[src/rtl/ram_master.sv]
// ram_master: burst master for a 256x16 single-port synchronous RAM.
// A host issues read or write bursts of 1..16 beats. Write beats are
// streamed to the RAM as they arrive. Read beats are issued one per cycle
// and returned one cycle later, with no backpressure. The address counter
// wraps from 0xFF to 0x00 inside a burst.
// Optional feature: define RAM_MASTER_BEATCNT_EN to add o_beat_count, a
// saturating count of completed beats.
module ram_master (
  input  logic        i_clock,
  input  logic        i_reset,
  // host request channel
  input  logic        i_req_valid,
  output logic        o_req_ready,
  input  logic        i_req_write,
  input  logic [7:0]  i_req_addr,
  input  logic [3:0]  i_req_len,
  // host write data channel
  input  logic [15:0] i_wr_data,
  input  logic        i_wr_valid,
  output logic        o_wr_ready,
  // host read data channel
  output logic [15:0] o_rd_data,
  output logic        o_rd_valid,
  output logic        o_busy,
`ifdef RAM_MASTER_BEATCNT_EN
  output logic [15:0] o_beat_count,
`endif
  // RAM side
  output logic        o_mem_enable,
  output logic        o_mem_read_write,
  output logic [7:0]  o_mem_addr,
  output logic [15:0] o_mem_data_in,
  input  logic [15:0] i_mem_data_out
);

  typedef enum logic [1:0] {
    S_IDLE  = 2'd0,
    S_WRITE = 2'd1,
    S_READ  = 2'd2,
    S_DRAIN = 2'd3
  } state_t;

  state_t      r_state;
  state_t      w_next_state;
  logic [7:0]  r_addr;
  logic [3:0]  r_remaining;
  logic        r_rd_valid;

  logic        w_accept;
  logic        w_issue;
  logic        w_wr_beat;
  logic        w_req_ready;
  logic        w_wr_ready;
  logic        w_mem_enable;
  logic        w_mem_read_write;
  logic [7:0]  w_mem_addr;
  logic [15:0] w_mem_data_in;

  // State register; reset wins over any request in the same cycle.
  always_ff @(posedge i_clock) begin
    // NOTE: sequential state uses non-blocking assignments so every register
    // samples pre-edge values and simulation matches the synthesized flops.
    if (i_reset) r_state <= S_IDLE;
    else         r_state <= w_next_state;
  end

  // Next-state and RAM/host handshake decode.
  always_comb begin
    // NOTE: every output of this block is given a default first so no path
    // through the case leaves one unassigned, which would infer a latch.
    w_next_state     = r_state;
    w_accept         = 1'b0;
    w_issue          = 1'b0;
    w_wr_beat        = 1'b0;
    w_req_ready      = 1'b0;
    w_wr_ready       = 1'b0;
    w_mem_enable     = 1'b0;
    w_mem_read_write = 1'b1;
    w_mem_addr       = 8'h00;
    w_mem_data_in    = 16'h0000;

    unique case (r_state)
      S_IDLE: begin
        w_req_ready = 1'b1;
        if (i_req_valid) begin
          w_accept     = 1'b1;
          w_next_state = i_req_write ? S_WRITE : S_READ;
        end
      end

      S_WRITE: begin
        w_wr_ready = 1'b1;
        if (i_wr_valid) begin
          w_issue          = 1'b1;
          w_wr_beat        = 1'b1;
          w_mem_enable     = 1'b1;
          w_mem_read_write = 1'b0;
          w_mem_addr       = r_addr;
          w_mem_data_in    = i_wr_data;
          if (r_remaining == 4'd0) w_next_state = S_IDLE;
        end
      end

      S_READ: begin
        w_issue          = 1'b1;
        w_mem_enable     = 1'b1;
        w_mem_read_write = 1'b1;
        w_mem_addr       = r_addr;
        if (r_remaining == 4'd0) w_next_state = S_DRAIN;
      end

      S_DRAIN: begin
        w_next_state = S_IDLE;
      end

      default: begin
        w_next_state = S_IDLE;
      end
    endcase
  end

  // Address and remaining-beat counters: loaded on accept, stepped per beat.
  always_ff @(posedge i_clock) begin
    if (i_reset) begin
      r_addr      <= 8'h00;
      r_remaining <= 4'd0;
    end else if (w_accept) begin
      r_addr      <= i_req_addr;
      r_remaining <= i_req_len;
    end else if (w_issue) begin
      r_addr      <= r_addr + 8'd1;
      r_remaining <= r_remaining - 4'd1;
    end
  end

  // Read-data valid trails each READ issue cycle by exactly one cycle.
  always_ff @(posedge i_clock) begin
    if (i_reset) r_rd_valid <= 1'b0;
    else         r_rd_valid <= (r_state == S_READ);
  end

`ifdef RAM_MASTER_BEATCNT_EN
  logic [15:0] r_beat_count;
  logic        w_beat_done;

  assign w_beat_done = w_wr_beat | r_rd_valid;

  // Saturating count of completed write beats and returned read beats.
  always_ff @(posedge i_clock) begin
    if (i_reset)                                    r_beat_count <= 16'h0000;
    else if (w_beat_done && r_beat_count != 16'hFFFF) r_beat_count <= r_beat_count + 16'd1;
  end

  assign o_beat_count = r_beat_count;
`endif

  assign o_req_ready      = w_req_ready;
  assign o_wr_ready       = w_wr_ready;
  assign o_busy           = (r_state != S_IDLE);
  assign o_rd_valid       = r_rd_valid;
  assign o_rd_data        = r_rd_valid ? i_mem_data_out : 16'h0000;
  assign o_mem_enable     = w_mem_enable;
  assign o_mem_read_write = w_mem_read_write;
  assign o_mem_addr       = w_mem_addr;
  assign o_mem_data_in    = w_mem_data_in;

endmodule

[config.mk]
export PLATFORM = sky130hd
export DESIGN_NAME = ram_master
export DESIGN_NICKNAME = d
export VERILOG_FILES = /design/src/rtl/ram_master.sv
export SDC_FILE = /design/constraint.sdc
export NUM_CORES = 1
export LEC_CHECK = 0
export CORE_UTILIZATION = 30
export DETAILED_ROUTE_END_ITERATION = 10
export GPL_TIMING_DRIVEN = 0
export HOLD_SLACK_MARGIN = 0.08
export PLACE_DENSITY_LB_ADDON = 0.3
export SKIP_LAST_GASP = 1
export SYNTH_ARGS = -nofsm -noshare
export SYNTH_HDL_FRONTEND = slang
export SYNTH_SLANG_ARGS = --single-unit
[constraint.sdc]
create_clock -name i_clock -period 1.49 [get_ports i_clock]
set_clock_uncertainty 0.05 [all_clocks]
set_input_delay 0.298 -clock i_clock [delete_from_list [all_inputs] [get_ports i_clock]]
set_output_delay 0.298 -clock i_clock [all_outputs]
set_load 0.02 [all_outputs]
==> run_summary.xml <==
<?xml version="1.0" encoding="UTF-8"?>
<metrics>
  <group name="timing">
    <metric name="layout_min_cycle_time" unit="ns">1.83</metric>
    <metric name="fin_worst_hold_slack" unit="ns">0.458</metric>
    <metric name="number_of_failing_hold_endpoints_at_the_final_stage" unit="">0</metric>
    <metric name="max_slew_vio_count" unit="">0</metric>
    <metric name="fin_ws" unit="ns">-0.341</metric>
    <metric name="grt_setup_unrepaired" unit="">yes</metric>
    <metric name="timing.final.setup_violations" unit="">40</metric>
    <metric name="max-slew-margin-rel" unit="%">65.4</metric>
    <metric name="timing_worst_slew_pin_value" unit="ns">0.519</metric>
    <metric name="setup_total_negative_slack" unit="ns">-7.95</metric>
    <metric name="final.period_utilization" unit="%">123</metric>
    <metric name="fmax" unit="GHz">0.546</metric>
  </group>
  <group name="detailed_routing">
    <metric name="routedWlPerCell" unit="microns">14.3</metric>
    <metric name="avgViaCountPerCell" unit="">4.74</metric>
    <metric name="route.vias.total" unit="">1487</metric>
    <metric name="wl" unit="mm">4.49</metric>
    <metric name="drtIter0Drc" unit="">16</metric>
    <metric name="remaining_drc_errors" unit="">0</metric>
    <metric name="detailedRoute.firstPassIterationCount" unit="">4</metric>
    <metric name="antenna_left" unit="">0</metric>
  </group>
  <group name="power_and_ir_drop">
    <metric name="max-vdd-ir-drop" unit="V">0.000940</metric>
    <metric name="power-per-cell-area" unit="nW/um^2">1270</metric>
    <metric name="leakage" unit="uW">0.00113</metric>
  </group>
  <group name="critical_path">
    <metric name="worst_r2r_startpoint" unit="">r_state[0]</metric>
    <metric name="end_kind" unit="">output pin</metric>
    <metric name="path_buf_inv" unit="">2</metric>
    <metric name="r2r_slack" unit="ns">-0.29</metric>
    <metric name="crit_top_cell" unit="">sky130_fd_sc_hd__and2_4</metric>
    <metric name="crit_arrival" unit="ns">1.48</metric>
    <metric name="path_cells" unit="">inv_6 -&gt; ha_4 -&gt; and2_4 -&gt; o21a_4 -&gt; and2_4 -&gt; buf_6</metric>
    <metric name="worst_setup_path_start_kind" unit="">register</metric>
    <metric name="cp_slowest_stage_delay" unit="ns">0.38</metric>
    <metric name="timing.rr.end" unit="">r_addr[3]</metric>
    <metric name="setup.worst_path.class" unit="">reg -&gt; out</metric>
    <metric name="critical_path.top_delay_family" unit="">flip-flops</metric>
    <metric name="rr_worst_depth" unit="">6</metric>
    <metric name="crit_path_max_fanout" unit="">5</metric>
    <metric name="worstPathRequired" unit="ns">1.14</metric>
    <metric name="cp_slowest_cell" unit="">sky130_fd_sc_hd__dfxtp_4</metric>
  </group>
  <group name="place">
    <metric name="placement.io_buffers" unit="">94</metric>
    <metric name="dpl.hpwl" unit="mm">3.23</metric>
    <metric name="gp_congestion" unit="">0.814</metric>
  </group>
  <group name="synth">
    <metric name="post_synth_num_cell_types" unit="">34</metric>
    <metric name="synth.avg_cell_area" unit="sq um">7.79</metric>
    <metric name="syn_nets" unit="">210</metric>
    <metric name="yosys_register_bits" unit="">15</metric>
    <metric name="yosysWarnings" unit="">0</metric>
    <metric name="syn-instance-count" unit="">153</metric>
    <metric name="netlist_area" unit="sq um">1190</metric>
    <metric name="synth_seq_area_share" unit="%">25.2</metric>
  </group>
  <group name="hold_path">
    <metric name="min-delay-start" unit="">r_state[1]</metric>
    <metric name="hp-class" unit="">reg -&gt; reg</metric>
    <metric name="timing.hold.worst_endpoint" unit="">r_state[1]</metric>
    <metric name="min_delay_path_depth" unit="">2</metric>
  </group>
  <group name="global_route">
    <metric name="groute.usage.overall" unit="%">21.7</metric>
    <metric name="grt_pass1_wl" unit="mm">7.02</metric>
    <metric name="grt_overflow" unit="">0</metric>
    <metric name="largest_net_degree_at_the_start_of_global_routing" unit="">11</metric>
    <metric name="first_global_vias" unit="">1472</metric>
    <metric name="initial_antenna_violation_count" unit="">0</metric>
  </group>
  <group name="finish">
    <metric name="layout_commonest_cell" unit="">sky130_fd_sc_hd__clkdlybuf4s50_1</metric>
    <metric name="layout-area-overhead-vs-synth" unit="%">111</metric>
    <metric name="register_area" unit="sq um">312</metric>
    <metric name="diodes" unit="">0</metric>
    <metric name="final_core_util" unit="%">67.3</metric>
    <metric name="nNetsFinal" unit="">324</metric>
    <metric name="drive_gt1_share" unit="%">43.6</metric>
    <metric name="multi_input_combinational_cell_area" unit="sq um">1020</metric>
    <metric name="layout_common_cells" unit="">47 x sky130_fd_sc_hd__clkdlybuf4s50_1, 26 x sky130_fd_sc_hd__buf_4, 20 x sky130_fd_sc_hd__buf_6</metric>
    <metric name="num-fill-cells" unit="">313</metric>
  </group>
  <group name="die">
    <metric name="fp.dieArea" unit="sq um">4230</metric>
    <metric name="top_level_ports" unit="">95</metric>
    <metric name="die_x" unit="microns">65.0</metric>
    <metric name="std_cell_rows" unit="">22</metric>
    <metric name="floorplan.initialDensity" unit="%">31.9</metric>
    <metric name="die-height" unit="microns">65.0</metric>
    <metric name="fp.coreArea" unit="sq um">3740</metric>
  </group>
  <group name="clock_network">
    <metric name="tritoncts.num_buffers" unit="">3</metric>
    <metric name="clockRootBuffer" unit="">sky130_fd_sc_hd__clkbuf_8</metric>
    <metric name="hold_buf_cts" unit="">0</metric>
    <metric name="clock_latency" unit="ns">0.25</metric>
    <metric name="cts.clk_slew.worst_paths" unit="ns">0.06</metric>
    <metric name="tritoncts_num_sinks" unit="">15</metric>
    <metric name="cts-htree-levels" unit="">1</metric>
    <metric name="tritoncts_clock_tree" unit="">done</metric>
    <metric name="clk_path_buf_depth" unit="">2</metric>
  </group>
  <group name="run_status">
    <metric name="status" unit="">finished with violations</metric>
    <metric name="failing_checks" unit="">negative setup slack</metric>
  </group>
  <group name="job">
    <metric name="max_cap_viol_count" unit="">0</metric>
  </group>
</metrics>
==> logic make-up (layout without fill, tap and decap cells) <==
logic type / Yosys count / in the layout / share of synthesized area (%)
xor+xnor: 8 / 8 / 5.88
mux: 1 / 1 / 0.839
fa+ha+maj: 8 / 8 / 8.39
compound gates: 25 / 25 / 16.0
buf+inv: 17 / 130 / 6.09
flops: 15 / 15 / 25.2
simple gates: 79 / 79 / 37.7
==> flip-flops by register name (all words and copies together), names as in the netlist <==
name         flops
r_state          2
r_addr           8
r_remaining      4
o_rd_valid       1
==> metal layers <==
metal / GRT usage, % / routed length (microns) / up-vias
met4: 7.61 / 75 / 0
met1: 23.4 / 1810 / 680
met5: 0 / 0 / -
met3: 4.23 / 273 / 7
li1: - / - / 750
met2: 41.3 / 2330 / 50
==> worst reg2reg max path, stage by stage (launching register included) <==
cell	delay, ns
sky130_fd_sc_hd__dfxtp_4	0.40
sky130_fd_sc_hd__inv_8	0.06
sky130_fd_sc_hd__ha_4	0.31
sky130_fd_sc_hd__buf_6	0.13
sky130_fd_sc_hd__nand4_1	0.12
sky130_fd_sc_hd__or3_1	0.39
sky130_fd_sc_hd__a311oi_1	0.25
==> per-stage QoR <==
stage,std cells,instance area (sq um),worst slack [ns],power [uW]
after floorplan,153,1290,-0.0609,1800
after global placement,295,2300,-1.02,2410
after global routing,314,2520,-0.379,3400
final,314,2520,-0.341,3190
after CTS,308,2430,-0.339,2980
after detailed placement,295,2300,-1.03,2440
==> cell usage after synthesis <==
cell type                  number  area, sq um
sky130_fd_sc_hd__o21a_1         1         7.51
sky130_fd_sc_hd__clkbuf_1       4         15.0
sky130_fd_sc_hd__nor3b_2        1         12.5
sky130_fd_sc_hd__a211oi_1      11         82.6
sky130_fd_sc_hd__a311oi_1       1         8.76
sky130_fd_sc_hd__and3_1        16          100
sky130_fd_sc_hd__buf_2          1         5.00
sky130_fd_sc_hd__a21o_2         1         8.76
sky130_fd_sc_hd__nand2_1        6         22.5
sky130_fd_sc_hd__o211ai_1       1         7.51
sky130_fd_sc_hd__nand4_1        1         6.26
sky130_fd_sc_hd__o21ai_0        4         20.0
sky130_fd_sc_hd__xnor2_1        6         52.6
sky130_fd_sc_hd__nor2b_1        2         12.5
sky130_fd_sc_hd__nand3_1        7         35.0
sky130_fd_sc_hd__a211oi_2       1         12.5
sky130_fd_sc_hd__mux2i_1        1         10.0
sky130_fd_sc_hd__inv_1          8         30.0
sky130_fd_sc_hd__buf_1          2         7.51
sky130_fd_sc_hd__ha_1           8          100
sky130_fd_sc_hd__a211o_1        1         8.76
sky130_fd_sc_hd__a21oi_2        1         8.76
sky130_fd_sc_hd__dfxtp_1       15          300
sky130_fd_sc_hd__or3_1          1         6.26
sky130_fd_sc_hd__and2_1        23          144
sky130_fd_sc_hd__buf_4          2         15.0
sky130_fd_sc_hd__nor4_4         1         21.3
sky130_fd_sc_hd__a21oi_1        2         10.0
sky130_fd_sc_hd__nor2_1        16         60.1
sky130_fd_sc_hd__nand2b_1       1         6.26
sky130_fd_sc_hd__nor3_1         3         15.0
sky130_fd_sc_hd__xor2_1         2         17.5
sky130_fd_sc_hd__nor3b_1        1         7.51
sky130_fd_sc_hd__o221ai_2       1         15.0
==> worst max-delay path by stage <==
stage	start	endpoint	slack (ns)	cells after the start
finish	r_state[1]	o_mem_addr[4]	-0.34	6
global route	r_state[0]	r_addr[5]	-0.38	8
CTS	r_state[1]	o_mem_addr[4]	-0.34	6
detailed placement	i_wr_valid	o_mem_addr[7]	-1.03	6
global placement	i_wr_valid	o_mem_addr[7]	-1.02	6
floorplan	r_state[1]	o_mem_addr[5]	-0.06	5
==> final cells by class <==
class | count | area share, %
Multi-Input combinational cell | 121 | 40.5
Tap cell | 48 | 2.38
Timing Repair Buffer | 111 | 39.5
Clock buffer | 3 | 1.64
Buffer | 7 | 1.74
Clock inverter | 1 | 0.199
Inverter | 8 | 1.69
Sequential cell | 15 | 12.4
==> power breakdown <==
part	switching (uW)	internal, uW
Clock	160	186
Sequential	180	550
Combinational	1050	1070
==> repair_timing <==
item                                    in CTS  in global routing
gates resized for setup                    239                 31
endpoints found under the setup margin      60                 50
buffers inserted                            11                  6
pin swaps                                   20                 15
Note: power is estimated with default switching activity, not from simulation.
